==> src/rtl/mem_stage.sv <==
// ============================================================================
// mem_stage -- MEM pipeline stage with a single-outstanding data-memory port.
//
// Loads and stores coming out of EX/MEM become one request on the dmem_*
// port. The stage stalls the front of the pipeline while the access is in
// flight, returns a size-formatted, sign- or zero-extended load result on
// ReadData, and flags illegal (and optionally misaligned) accesses on mem_err.
//
// Access sequence: IDLE (request seen, stall high) -> BUSY (request held until
// dmem_ready, stall high) -> DONE (stall low for one cycle, inputs ignored)
// -> IDLE. With a zero-wait memory that is 2 stall cycles and 3 cycles from
// access to IDLE.
//
// Configuration macro:
//   MISALIGN_TRAP_EN  defined   : misaligned half/word/dword accesses issue no
//                                 request, pulse mem_err and do not stall.
//                     undefined : the address is forced to natural alignment
//                                 and the access proceeds (default build).
//
// Ports:
//   clk           in   1   clock, rising edge
//   reset         in   1   asynchronous, active-high reset
//   EM_MemRead    in   1   load in MEM stage
//   EM_MemWrite   in   1   store in MEM stage (wins if both are high)
//   EM_Funct3     in   3   size/sign: lb lh lw ld lbu lhu lwu; 111 illegal
//   EM_Result     in  64   effective byte address
//   EM_WriteData  in  64   store data, right-justified
//   ReadData      out 64   registered, formatted load result
//   mem_stall     out  1   combinational stall for PC, IF/ID, ID/EX, EX/MEM
//   mem_err       out  1   registered one-cycle error pulse
//   dmem_req      out  1   registered memory request
//   dmem_we       out  1   registered write enable
//   dmem_addr     out 64   8-byte-aligned word address
//   dmem_wdata    out 64   lane-shifted store data
//   dmem_be       out  8   lane-shifted byte enables
//   dmem_ready    in   1   completion strobe (only honoured in BUSY)
//   dmem_rdata    in  64   64-bit read word, valid with dmem_ready
// ============================================================================
module mem_stage (
    input  logic        clk,
    input  logic        reset,
    input  logic        EM_MemRead,
    input  logic        EM_MemWrite,
    input  logic [2:0]  EM_Funct3,
    input  logic [63:0] EM_Result,
    input  logic [63:0] EM_WriteData,
    output logic [63:0] ReadData,
    output logic        mem_stall,
    output logic        mem_err,
    output logic        dmem_req,
    output logic        dmem_we,
    output logic [63:0] dmem_addr,
    output logic [63:0] dmem_wdata,
    output logic [7:0]  dmem_be,
    input  logic        dmem_ready,
    input  logic [63:0] dmem_rdata
);

    typedef enum logic [1:0] {
        IDLE = 2'd0,
        BUSY = 2'd1,
        DONE = 2'd2
    } state_t;

    // funct3[1:0] encodes the access size for loads and stores alike.
    typedef enum logic [1:0] {
        SZ_BYTE  = 2'd0,
        SZ_HALF  = 2'd1,
        SZ_WORD  = 2'd2,
        SZ_DWORD = 2'd3
    } size_t;

    state_t state, state_nx;

    // ------------------------------------------------------------------
    // Access decode (combinational, from the EX/MEM register)
    // ------------------------------------------------------------------
    logic        access;
    logic        is_store;
    logic        is_load;
    logic        illegal;
    logic        misaligned;
    logic        bad_align;
    logic        start_ok;
    logic        err_now;
    size_t       size;
    logic [2:0]  align_mask;
    logic [2:0]  lane;
    logic [7:0]  be_base;
    logic [7:0]  be_shifted;
    logic [63:0] wdata_shifted;

    // Captured at request time so the load can be formatted when the
    // read word arrives, independent of what EX/MEM holds by then.
    logic [2:0]  ld_lane;
    logic [2:0]  ld_funct3;
    logic        ld_pending;
    logic [63:0] ld_shifted;
    logic [63:0] ld_formatted;

    assign access   = EM_MemRead | EM_MemWrite;
    // A store with MemRead also high is still only a store.
    assign is_store = EM_MemWrite;
    assign is_load  = EM_MemRead & ~EM_MemWrite;
    assign illegal  = (EM_Funct3 == 3'b111);
    assign size     = size_t'(EM_Funct3[1:0]);

    // NOTE: every signal written in an always_comb gets a value before the
    // case, otherwise an unassigned path infers a latch.
    always_comb begin
        align_mask = 3'b111;
        misaligned = 1'b0;
        be_base    = 8'h01;
        case (size)
            SZ_BYTE: begin
                align_mask = 3'b111;
                misaligned = 1'b0;
                be_base    = 8'h01;
            end
            SZ_HALF: begin
                align_mask = 3'b110;
                misaligned = EM_Result[0];
                be_base    = 8'h03;
            end
            SZ_WORD: begin
                align_mask = 3'b100;
                misaligned = |EM_Result[1:0];
                be_base    = 8'h0F;
            end
            SZ_DWORD: begin
                align_mask = 3'b000;
                misaligned = |EM_Result[2:0];
                be_base    = 8'hFF;
            end
            default: begin
                align_mask = 3'b111;
                misaligned = 1'b0;
                be_base    = 8'h01;
            end
        endcase
    end

`ifdef MISALIGN_TRAP_EN
    assign bad_align = misaligned;
`else
    // Misalignment is silently fixed by clearing the low address bits below.
    assign bad_align = 1'b0;
`endif

    // Clearing the sub-size bits is a no-op for aligned addresses, so the
    // same lane serves both builds.
    assign lane          = EM_Result[2:0] & align_mask;
    assign be_shifted    = be_base << lane;
    assign wdata_shifted = EM_WriteData << {lane, 3'b000};

    assign start_ok = access & ~illegal & ~bad_align;
    assign err_now  = access & (illegal | bad_align);

    // ------------------------------------------------------------------
    // Load formatting: bring the addressed lane down to bit 0, then
    // extend according to the captured funct3.
    // ------------------------------------------------------------------
    assign ld_shifted = dmem_rdata >> {ld_lane, 3'b000};

    always_comb begin
        ld_formatted = 64'd0;
        case (ld_funct3)
            3'b000:  ld_formatted = {{56{ld_shifted[7]}},  ld_shifted[7:0]};
            3'b001:  ld_formatted = {{48{ld_shifted[15]}}, ld_shifted[15:0]};
            3'b010:  ld_formatted = {{32{ld_shifted[31]}}, ld_shifted[31:0]};
            3'b011:  ld_formatted = ld_shifted;
            3'b100:  ld_formatted = {56'd0, ld_shifted[7:0]};
            3'b101:  ld_formatted = {48'd0, ld_shifted[15:0]};
            3'b110:  ld_formatted = {32'd0, ld_shifted[31:0]};
            default: ld_formatted = 64'd0;
        endcase
    end

    // ------------------------------------------------------------------
    // FSM next state and the combinational stall
    // ------------------------------------------------------------------
    always_comb begin
        state_nx  = state;
        mem_stall = 1'b0;
        case (state)
            IDLE: begin
                if (start_ok) begin
                    state_nx  = BUSY;
                    mem_stall = 1'b1;
                end
            end
            BUSY: begin
                mem_stall = 1'b1;
                if (dmem_ready) begin
                    state_nx = DONE;
                end
            end
            DONE: begin
                // EX/MEM still shows the finished access; let it drain.
                state_nx = IDLE;
            end
            default: begin
                state_nx = IDLE;
            end
        endcase
    end

    always_ff @(posedge clk or posedge reset) begin
        if (reset) begin
            state <= IDLE;
        end else begin
            // NOTE: sequential state uses non-blocking assignments so every
            // register samples pre-edge values regardless of block order.
            state <= state_nx;
        end
    end

    // ------------------------------------------------------------------
    // Request, response and error registers
    // ------------------------------------------------------------------
    // NOTE: the request payload registers are reset along with the control
    // bits so the port shows all-zero out of reset, not stale data.
    always_ff @(posedge clk or posedge reset) begin
        if (reset) begin
            ReadData   <= 64'd0;
            mem_err    <= 1'b0;
            dmem_req   <= 1'b0;
            dmem_we    <= 1'b0;
            dmem_addr  <= 64'd0;
            dmem_wdata <= 64'd0;
            dmem_be    <= 8'd0;
            ld_lane    <= 3'd0;
            ld_funct3  <= 3'd0;
            ld_pending <= 1'b0;
        end else begin
            // Errors are only raised for accesses seen in IDLE, so the
            // pulse is exactly one cycle wide.
            mem_err <= (state == IDLE) && err_now;

            case (state)
                IDLE: begin
                    if (start_ok) begin
                        dmem_req   <= 1'b1;
                        dmem_we    <= is_store;
                        dmem_addr  <= {EM_Result[63:3], 3'b000};
                        dmem_wdata <= wdata_shifted;
                        dmem_be    <= be_shifted;
                        ld_lane    <= lane;
                        ld_funct3  <= EM_Funct3;
                        ld_pending <= is_load;
                    end else if (access && illegal) begin
                        ReadData <= 64'd0;
                    end
                end
                BUSY: begin
                    // Address, data and enables stay untouched while waiting.
                    if (dmem_ready) begin
                        dmem_req <= 1'b0;
                        dmem_we  <= 1'b0;
                        if (ld_pending) begin
                            ReadData <= ld_formatted;
                        end
                    end
                end
                default: begin
                    // DONE: inputs and dmem_ready are ignored.
                end
            endcase
        end
    end

endmodule

==> config.mk <==
export PLATFORM = sky130hd
export DESIGN_NAME = mem_stage
export DESIGN_NICKNAME = d
export VERILOG_FILES = /design/src/rtl/mem_stage.sv
export SDC_FILE = /design/constraint.sdc
export NUM_CORES = 1
export LEC_CHECK = 0
export BUFFER_PORTS_ARGS = -buffer_cell sky130_fd_sc_hd__buf_2
export CAP_MARGIN = 0
export CORE_MARGIN = 2
export CORE_UTILIZATION = 41
export DETAILED_ROUTE_END_ITERATION = 10
export GPL_TIMING_DRIVEN = 0
export MAX_ROUTING_LAYER = met4
export PLACE_DENSITY_LB_ADDON = 0.15
export SLEW_MARGIN = 20
export SYNTH_ARGS = -nofsm -noshare
export SYNTH_HDL_FRONTEND = slang
export SYNTH_SLANG_ARGS = --single-unit
==> constraint.sdc <==
create_clock -name clk -period 7.25 [get_ports clk]
set_input_delay 1.45 -clock clk [delete_from_list [all_inputs] [get_ports clk]]
set_output_delay 1.45 -clock clk [all_outputs]
set_load 0.05 [all_outputs]
==> impl_metrics.py, run 1 <==
metrics = {
    "yosys": {
        "ys_seq_area_share_pct": 48.3,
        "syn_inst": 938,
        "ys_top_cells_by_count": "209 x dfrtp_1, 110 x nand2_1, 88 x mux2i_1",
        "yosysTopAreaCell": "dfrtp_1",
        "yosysWarnings": 0,
        "dominantRegCellSynth": "dfrtp_1",
        "ys_types": 56,
        "netlist.area_leader.share_pct": 48.3,
        "yosysMostFrequentCell": "dfrtp_1",
        "ys_async_sr_fraction_pct": 100,
        "synth_seq_cells": 209,
        "synth_area_leaders": "dfrtp_1 48%, mux2_2 8.5%, mux2i_1 8.1%, a221o_1 5.2%, mux4_2 4.2%",
        "avgSynthCellArea_um2": 11.5,
        "synthesis.area_um2": 10800,
        "synth-edff-count": 0,
    },
    "clocking": {
        "cts.clk_slew.worst_paths_ns": 0.06,
        "numCtsBuffers": 24,
        "cts_max_path_buffers": 3,
        "cts_hold_buf": 0,
        "tritoncts": "done",
        "cts_setup_buffers": 0,
        "cts.sinks": 209,
        "ctsResizeCount": 0,
        "clk_latency_ns": 0.51,
        "htreeDepth": 1,
        "cts_root_buffer": "clkbuf_16",
    },
    "worst_setup_path": {
        "crit_start": "EM_MemWrite",
        "cp_max_fo": 10,
        "rrSetupSlack_ns": 4.54,
        "path_cells": "buf_2, nor2_2, nand3b_1, clkbuf_1, buf_2, buf_2, buf_2, nand2_1, buf_2",
        "end_kind": "primary output",
        "ff2ff_path_depth": 7,
        "cp_slowest_stage_delay_ns": 0.49,
        "timing.rr.end": "dmem_wdata[43]$_DFFE_PP0P_",
        "required_ns": 5.80,
        "r2r_start": "state[0]$_DFFE_PP0P_",
        "critPathMostFrequentCell": "buf_2",
        "crit_end": "mem_stall",
        "crit_arrival_ns": 3.86,
        "cp-start-kind": "input port",
        "worstSetupPathType": "in -> out",
        "slowest_stage": "clkbuf_1",
    },
    "cells_and_area": {
        "synthToLayoutAreaGrowth_pct": 30.3,
        "final_nets": 1568,
        "final_layout_size_suffix_gt1_share_pct": 44.4,
    },
    "sta": {
        "fin_hold_ws_ns": 0.459,
        "report.final.slew_viol_count": 0,
        "finalClockSkew_ns": 0.0126,
        "fmax_ghz": 0.188,
        "worst_slew_pin_slew_ns": 0.843,
        "slew_headroom_pct": 43.8,
        "setup_violations": 0,
        "rsz0062_at_grt": "no",
        "fin_crit_ns": 5.31,
        "period_share_pct": 73.2,
        "hold_viol": 0,
        "setup_ws_ns": 1.94,
    },
    "min_path": {
        "hold_class": "reg -> reg",
    },
    "detailed_routing": {
        "wl_um": 41400,
        "vias": 9861,
        "ant_nets": 0,
        "route.detailed.drc": 0,
        "vias_per_cell": 5.71,
        "drt_iter0_drc": 782,
        "avgRoutedWirePerCell_um": 24.0,
        "dr.pass1.iters": 5,
    },
    "global_routing": {
        "overflow": 0,
        "grt_usage_pct": 29.6,
        "grt_pass1_wl_um": 61400,
        "antenna_found_initial": 8,
        "grt_max_degree": 100,
        "grt_pass1_vias": 10000,
    },
    "placement": {
        "hpwl_um": 32500,
        "port_buffers": 400,
        "post-place-ws_ns": 1.96,
        "gp_congestion": 0.962,
    },
    "floorplanning": {
        "chipHeight_um": 167,
        "ios": 404,
        "dieArea_um2": 27700,
        "die_width_um": 167,
        "core_area_um2": 26000,
        "num_rows": 59,
        "initial_core_util_pct": 41.7,
    },
    "flow_run": {
        "cap_violations": 0,
    },
    "pwr": {
        "clkPwrFrac_pct": 16.1,
        "pwr-share-comb_pct": 57.3,
        "switchingPower_uw": 3810,
        "power.leakage_uw": 0.00707,
        "intPower_uw": 3540,
        "p_sw_share_pct": 51.8,
        "ir_worst_vdd_mv": 0.302,
        "seqPwrFrac_pct": 26.6,
        "power_density_nw_per_um2": 521,
    },
    "status": {
        "status": "complete, no violations",
    },
}
## logic make-up after synthesis
| family | share of synthesized area (%) |
|---|---|
| AOI/OAI and AO/OA | 17.9 |
| buffers and inverters | 3.97 |
| DFF | 48.3 |
| muxes | 20.8 |
| other | 0.0346 |
| and+or+nand+nor | 9.04 |
## power groups by stage
stage	Combinational, uW	Clock, uW	Sequential [uW]
5_1_grt	4400	1250	2020
2_1_floorplan	1400	0	3630
3_5_place_dp	4210	0	1960
3_3_place_gp	4180	0	1960
6_report	4210	1180	1960
4_1_cts	4220	1210	1950
## critical path: cells and delay by family
family        cells  cell delay, ns
buf+inv           6            1.89
simple gates      3            0.51
## cells in the final DEF, fill, tap and decap left out, drive strengths merged, types with 14 or more instances in the layout
cell	Yosys	final
nor2	30	30
buf	56	458
mux2i	88	88
a211oi	20	20
a22o	32	32
mux4	20	20
a21oi	23	23
dfrtp	209	209
o21ai	39	39
mux2	82	82
nand2	110	110
o211ai	14	14
clkbuf	26	62
nand3	15	15
a221o	56	56
nor2b	14	14
## worst min path at each step
stage	startpoint	to	slack (ns)	cells past startpoint
global route	dmem_wdata[48]$_DFFE_PP0P_	dmem_wdata[48]$_DFFE_PP0P_	0.48	2
CTS	dmem_wdata[59]$_DFFE_PP0P_	dmem_wdata[59]$_DFFE_PP0P_	0.46	2
floorplan	ld_pending$_DFFE_PP0P_	ld_pending$_DFFE_PP0P_	0.50	2
detailed placement	dmem_wdata[59]$_DFFE_PP0P_	dmem_wdata[59]$_DFFE_PP0P_	0.45	2
global placement	dmem_wdata[59]$_DFFE_PP0P_	dmem_wdata[59]$_DFFE_PP0P_	0.45	2
finish	dmem_wdata[48]$_DFFE_PP0P_	dmem_wdata[48]$_DFFE_PP0P_	0.46	2
## flip-flops by register name (all words and copies together) (netlist names)
| signal | flops |
|---|---|
| ReadData | 64 |
| dmem_addr | 61 |
| dmem_be | 8 |
| dmem_req | 1 |
| dmem_wdata | 64 |
| dmem_we | 1 |
| ld_funct3 | 3 |
| ld_lane | 3 |
| ld_pending | 1 |
| mem_err | 1 |
| state | 2 |
## through the flow
| stage | area, um^2 | TNS (ns) | cells | total power [uW] | utilization (%) |
|---|---|---|---|---|---|
| after floorplan | 10800 | 0 | 940 | 5030 | - |
| after global placement | 13300 | -520.47 | 1675 | 6140 | 51.0 |
| after detailed placement | 13300 | 0 | 1677 | 6180 | 51.3 |
| after CTS | 14100 | 0 | 1720 | 7380 | 54.2 |
| after global routing | 14100 | 0 | 1728 | 7670 | 54.3 |
| final | 14100 | 0 | 1728 | 7350 | 54.3 |
## area by class of cell
cell class              count  area (um^2)
clock inverters             7         41.3
fillers                  2369        11900
clock buffers              36          727
flip-flops and latches    209         5230
plain buffers              82          412
repair buffers            402         2060
diodes                      8         20.0
well taps                 335          419
multi-input cells         644         5180
inverters                   5         26.3
## per-layer routing
layer,up-vias,share of wire [%],global-route usage [%]
li1,4420,-,-
met1,4892,39,35.9
met2,467,50,50.0
met3,82,7.4,5.77
met4,0,3.4,9.67
met5,-,0,-
Note: power is estimated with default switching activity, not from simulation.
==> inputs of run 2 (changes only) <==
- clock period: 7.25 -> 4.5 ns (I/O delays scaled with it)
==> run 2 against run 1 <==
  * Non-clock buffer count is 5 higher
  * Sequential share of layout area fell by 0.33 points
  * Worst setup slack got worse by 1.6 ns
  * Largest cell class unchanged
  * Wire length rose by 1.1%
  * Core utilization rose by 0.49 points
  * Critical endpoint unchanged
  * Critical path depth did not move
  * Register-to-register slack got worse by 2.7 ns
  * Hold slack worse by 0.043 ns
  * Global-route usage rose by 0.59 points
  * Die area unchanged
  * Final area up 0.90%
==> impl_metrics.py, run 2 (synthesized netlist as in run 1, its figures left out) <==
metrics = {
    "status": {
        "status": "complete, no violations",
    },
    "worst_setup_path": {
        "r2r_start": "state[0]$_DFFE_PP0P_",
        "slowest_stage": "clkbuf_1",
        "rrSetupSlack_ns": 1.89,
        "worstSetupPathType": "in -> out",
        "end_kind": "primary output",
        "timing.rr.end": "dmem_wdata[23]$_DFFE_PP0P_",
        "required_ns": 3.60,
        "ff2ff_path_depth": 6,
        "critPathMostFrequentCell": "buf_2",
        "crit_arrival_ns": 3.30,
        "cp_max_fo": 10,
        "path_cells": "buf_2, nor2_2, nand3b_1, clkbuf_1, buf_2, buf_2, buf_2, nand2_1, buf_2",
        "cp_slowest_stage_delay_ns": 0.50,
        "cp-start-kind": "input port",
    },
    "cells_and_area": {
        "final_util_pct": 54.8,
        "final_nets": 1573,
        "regArea_um2": 5230,
        "synthToLayoutAreaGrowth_pct": 31.5,
        "final_common_cell": "buf_2",
        "fin_area_um2": 14200,
        "final_layout_size_suffix_gt1_share_pct": 44.7,
        "multi_input_area_um2": 5180,
        "final_cell_mix": "434 x buf_2, 209 x dfrtp_1, 110 x nand2_1",
        "fill_cells": 2394,
        "reg_top3": "ReadData (64), dmem_wdata (64), dmem_addr (61)",
    },
    "detailed_routing": {
        "wl_um": 41900,
        "dr.pass1.iters": 5,
        "avgRoutedWirePerCell_um": 24.3,
        "drt_iter0_drc": 846,
        "route.detailed.drc": 0,
        "vias_per_cell": 5.82,
        "vias": 10100,
        "ant_nets": 0,
    },
    "clocking": {
        "cts.clk_slew.worst_paths_ns": 0.07,
        "tritoncts": "done",
        "cts_max_path_buffers": 3,
        "cts_setup_buffers": 0,
        "clk_latency_ns": 0.51,
        "cts_hold_buf": 0,
        "htreeDepth": 1,
        "numCtsBuffers": 24,
        "cts_root_buffer": "clkbuf_16",
        "ctsResizeCount": 0,
        "cts.sinks": 209,
    },
    "placement": {
        "hpwl_um": 33200,
        "post-place-ws_ns": 0.345,
        "placed_cell_area_um2": 13400,
        "port_buffers": 400,
        "gp_congestion": 0.990,
    },
    "floorplanning": {
        "dieArea_um2": 27700,
        "die_width_um": 167,
        "num_rows": 59,
        "core_area_um2": 26000,
        "initial_core_util_pct": 41.7,
        "chipHeight_um": 167,
        "ios": 404,
    },
    "pwr": {
        "power_density_nw_per_um2": 841,
        "power.leakage_uw": 0.00713,
        "ir_worst_vdd_mv": 0.525,
    },
    "sta": {
        "fmax_ghz": 0.238,
        "report.final.slew_viol_count": 0,
        "hold_viol": 0,
        "worst_slew_pin_slew_ns": 0.845,
        "setup_ws_ns": 0.302,
        "slew_headroom_pct": 43.4,
        "period_share_pct": 93.3,
        "fin_crit_ns": 4.20,
        "finalClockSkew_ns": 0.0176,
        "setup_violations": 0,
        "rsz0062_at_grt": "no",
    },
    "global_routing": {
        "overflow": 0,
        "grt_usage_pct": 30.2,
        "grt_max_degree": 34,
        "grt_pass1_vias": 10200,
        "antenna_found_initial": 3,
        "grt_pass1_wl_um": 62700,
    },
    "flow_run": {
        "cap_violations": 0,
    },
    "min_path": {
        "hold_class": "in -> async",
    },
}
-- run 2: changes by cell type in the layout (fill, tap and decap cells not counted) --
cell and delta:
bufinv_16 +3, clkinv_4 -1, inv_8 -1, clkinvlp_4 +1, clkbuf_1 -2, clkbuf_8 -2
buf_12 +6, buf_16 -1, diode_2 -3
-- run 2: worst max-delay path, delay by kind of cell --
family | cells | cell delay (ns)
AND/OR/NAND/NOR | 3 | 0.50
buffers and inverters | 6 | 1.88
-- run 2: metrics by stage --
stage / instances / hold slack (ns) / setup TNS [ns] / total power, uW
5_1_grt: 1726 / 0.433 / 0 / 12500
2_1_floorplan: 940 / 0.503 / 0 / 8110
3_3_place_gp: 1675 / 0.451 / -110.99 / 9890
6_report: 1728 / 0.416 / 0 / 12000
3_5_place_dp: 1682 / 0.455 / 0 / 9960
4_1_cts: 1723 / 0.411 / 0 / 12000
-- run 2: worst max path at each step --
stage	cells past startpoint	startpoint	to
after global placement	2	reset	dmem_addr[58]$_DFFE_PP0P_
after global routing	9	EM_MemWrite	mem_stall
after CTS	9	EM_MemWrite	mem_stall
final	9	EM_MemWrite	mem_stall
after floorplan	1	reset	ReadData[0]$_DFFE_PP0P_
after detailed placement	9	EM_MemWrite	mem_stall
-- run 2: area by class of cell --
| class | instances | area share, % |
|---|---|---|
| Buffer | 82 | 2.89 |
| Tap cell | 335 | 2.94 |
| Multi-Input combinational cell | 644 | 36.4 |
| Antenna cell | 5 | 0.0879 |
| Clock inverter | 9 | 0.861 |
| Clock buffer | 32 | 4.86 |
| Timing Repair Buffer | 407 | 15.1 |
| Sequential cell | 209 | 36.7 |
| Inverter | 5 | 0.158 |
-- run 2: report_power, final --
group / leakage [uW] / switching [uW] / internal (uW) / total, uW
logic: 0.00409 / 4880 / 1910 / 6790
clock network: 0.000403 / 787 / 1240 / 2030
registers: 0.00264 / 467 / 2690 / 3160
total: 0.00713 / 6130 / 5840 / 12000
-- run 2: per-layer routing --
layer  up-vias  track usage, %  routed length [um]
met4         0            12.0                1820
met3       104            5.49                3370
met1      5001            36.9               16200
li1       4421               -                   -
met2       539            50.0               20500
met5         -               -                   0
==> inputs of run 3 (changes only) <==
- ABC_AREA: default -> 1
- clock period: 4.5 -> 4.8 ns (I/O delays scaled with it)
==> run 3 against run 2 <==
  * Non-clock buffer count rose by 34
  * Synthesized cell count rose by 72%
  * Core utilization fell by 0.87 points
  * Clock power fell by 6%
  * Synthesized area rose by 5.4%
  * Clock-buffer cell count rose by 1
  * Critical path type unchanged
==> impl_metrics.py, run 3 <==
metrics = {
    "status": {
        "status": "complete, no violations",
    },
    "cells_and_area": {
        "final_nets": 2250,
        "multi_input_area_um2": 5360,
        "synthToLayoutAreaGrowth_pct": 30.5,
        "final_layout_size_suffix_gt1_share_pct": 25.6,
        "fill_cells": 2865,
        "reg_top3": "ReadData (64), dmem_wdata (64), dmem_addr (61)",
        "regArea_um2": 5230,
        "final_cell_mix": "709 x nand2_1, 451 x buf_2, 209 x dfrtp_1",
        "final_common_cell": "nand2_1",
    },
    "sta": {
        "worst_slew_pin_slew_ns": 0.743,
        "rsz0062_at_grt": "no",
        "slew_headroom_pct": 50.5,
        "hold_viol": 0,
        "fmax_ghz": 0.281,
        "setup_violations": 0,
        "report.final.slew_viol_count": 0,
        "fin_setup_tns_ns": 0,
        "period_share_pct": 74.2,
        "finalClockSkew_ns": 0.0119,
        "fin_crit_ns": 3.56,
        "fin_hold_ws_ns": 0.470,
    },
    "yosys": {
        "synthesis.area_um2": 11400,
        "dominantRegCellSynth": "dfrtp_1",
        "ys_top_cells_by_count": "709 x nand2_1, 209 x dfrtp_1, 141 x o21ai_0",
        "yosysMostFrequentCell": "nand2_1",
        "ys_seq_area_share_pct": 45.8,
        "synth_area_leaders": "dfrtp_1 46%, nand2_1 23%, o21ai_0 6.2%, nand3_1 4.6%, nor2_1 2.5%",
        "syn_inst": 1615,
        "ys_async_sr_fraction_pct": 100,
        "synth_seq_cells": 209,
        "synth-edff-count": 0,
        "avgSynthCellArea_um2": 7.07,
        "ys_types": 30,
        "yosysWarnings": 0,
        "yosysTopAreaCell": "dfrtp_1",
        "netlist.area_leader.share_pct": 45.8,
    },
    "worst_setup_path": {
        "crit_arrival_ns": 2.60,
        "cp_max_fo": 10,
        "cp-start-kind": "input port",
        "required_ns": 3.84,
        "end_kind": "primary output",
        "worstSetupPathType": "in -> out",
    },
    "detailed_routing": {
        "drt_iter0_drc": 1097,
        "vias_per_cell": 5.24,
        "avgRoutedWirePerCell_um": 19.5,
        "dr.pass1.iters": 5,
        "wl_um": 47800,
        "ant_nets": 0,
        "route.detailed.drc": 0,
        "vias": 12900,
    },
    "floorplanning": {
        "die_width_um": 171,
        "num_rows": 61,
        "core_area_um2": 27600,
        "chipHeight_um": 171,
        "initial_core_util_pct": 41.3,
        "ios": 404,
        "dieArea_um2": 29200,
    },
    "flow_run": {
        "cap_violations": 0,
    },
    "global_routing": {
        "grt_usage_pct": 32.6,
        "grt_pass1_vias": 12100,
        "grt_max_degree": 35,
        "antenna_found_initial": 4,
        "overflow": 0,
        "grt_pass1_wl_um": 70400,
    },
    "clocking": {
        "ctsResizeCount": 0,
        "htreeDepth": 1,
        "numCtsBuffers": 24,
        "cts.sinks": 209,
        "cts_root_buffer": "clkbuf_16",
        "cts.clk_slew.worst_paths_ns": 0.06,
        "cts_max_path_buffers": 3,
        "cts_setup_buffers": 0,
        "cts_hold_buf": 0,
        "clk_latency_ns": 0.54,
        "tritoncts": "done",
    },
    "placement": {
        "hpwl_um": 37800,
        "port_buffers": 400,
        "gp_congestion": 1.03,
    },
    "pwr": {
        "power_density_nw_per_um2": 799,
        "power.leakage_uw": 0.00850,
        "ir_worst_vdd_mv": 0.462,
    },
    "min_path": {
        "hold_class": "in -> async",
    },
}
run 3: path summary, 6_finish.rpt:
path	slack, ns	endpoint	cells past startpoint	start
max	1.24	mem_stall	7	EM_MemWrite
min	0.47	dmem_wdata[7]$_DFFE_PP0P_	2	reset
max reg2reg	2.53	ReadData[36]$_DFFE_PP0P_	8	ld_funct3[2]$_DFFE_PP0P_
min reg2reg	0.47	dmem_addr[52]$_DFFE_PP0P_	2	dmem_addr[52]$_DFFE_PP0P_
max in group asynchronous	3.13	ReadData[21]$_DFFE_PP0P_	6	reset
min in group clk	0.47	dmem_addr[52]$_DFFE_PP0P_	2	dmem_addr[52]$_DFFE_PP0P_
run 3: cell families after synthesis:
group / count (synthesis) / synth area share, %
flip-flops: 209 / 45.8
other: 1 / 0.0328
multiplexers: 4 / 0.351
AO/OA/AOI/OAI: 264 / 13.1
buffers and inverters: 195 / 7.33
AND/OR/NAND/NOR: 942 / 33.3
run 3: area by class of cell:
class | count | area share (%)
Clock buffer | 33 | 4.73
Antenna cell | 5 | 0.0840
Inverter | 79 | 2.02
Multi-Input combinational cell | 1213 | 36.0
Timing Repair Buffer | 407 | 14.5
Tap cell | 378 | 3.17
Buffer | 116 | 3.63
Sequential cell | 209 | 35.1
Clock inverter | 11 | 0.840
run 3: worst max-delay path: stages:
cell and delay, ns:
buf_2 0.12, or2_1 0.27, nand3_2 0.20, buf_2 0.31, buf_1 0.41, nand2_1 0.08, buf_2 0.23
run 3: through the flow:
stage	instances	power, uW	worst slack (ns)	area [um^2]	util (%)
final	2451	11900	1.24	14900	53.9
after global routing	2450	12600	1.14	14900	53.9
after CTS	2446	11900	1.23	14900	53.9
after detailed placement	2402	9960	1.23	14100	50.9
after global placement	2395	9930	-0.241	13900	50.3
after floorplan	1617	7940	1.13	11400	-
run 3: power breakdown:
group	internal, uW	switching (uW)	total [uW]	leakage (uW)
sequential	2540	440	2980	0.00268
clock	1140	778	1910	0.000408
combinational	1610	5410	7020	0.00541
total	5290	6620	11900	0.00850
run 3: metal layers:
metal / track usage, % / vias to the layer above / routed length, um
li1: - / 6110 / -
met1: 40.9 / 5973 / 19600
met2: 51.3 / 613 / 21700
met3: 6.06 / 154 / 3790
met4: 15.2 / 0 / 2740
met5: - / - / 0
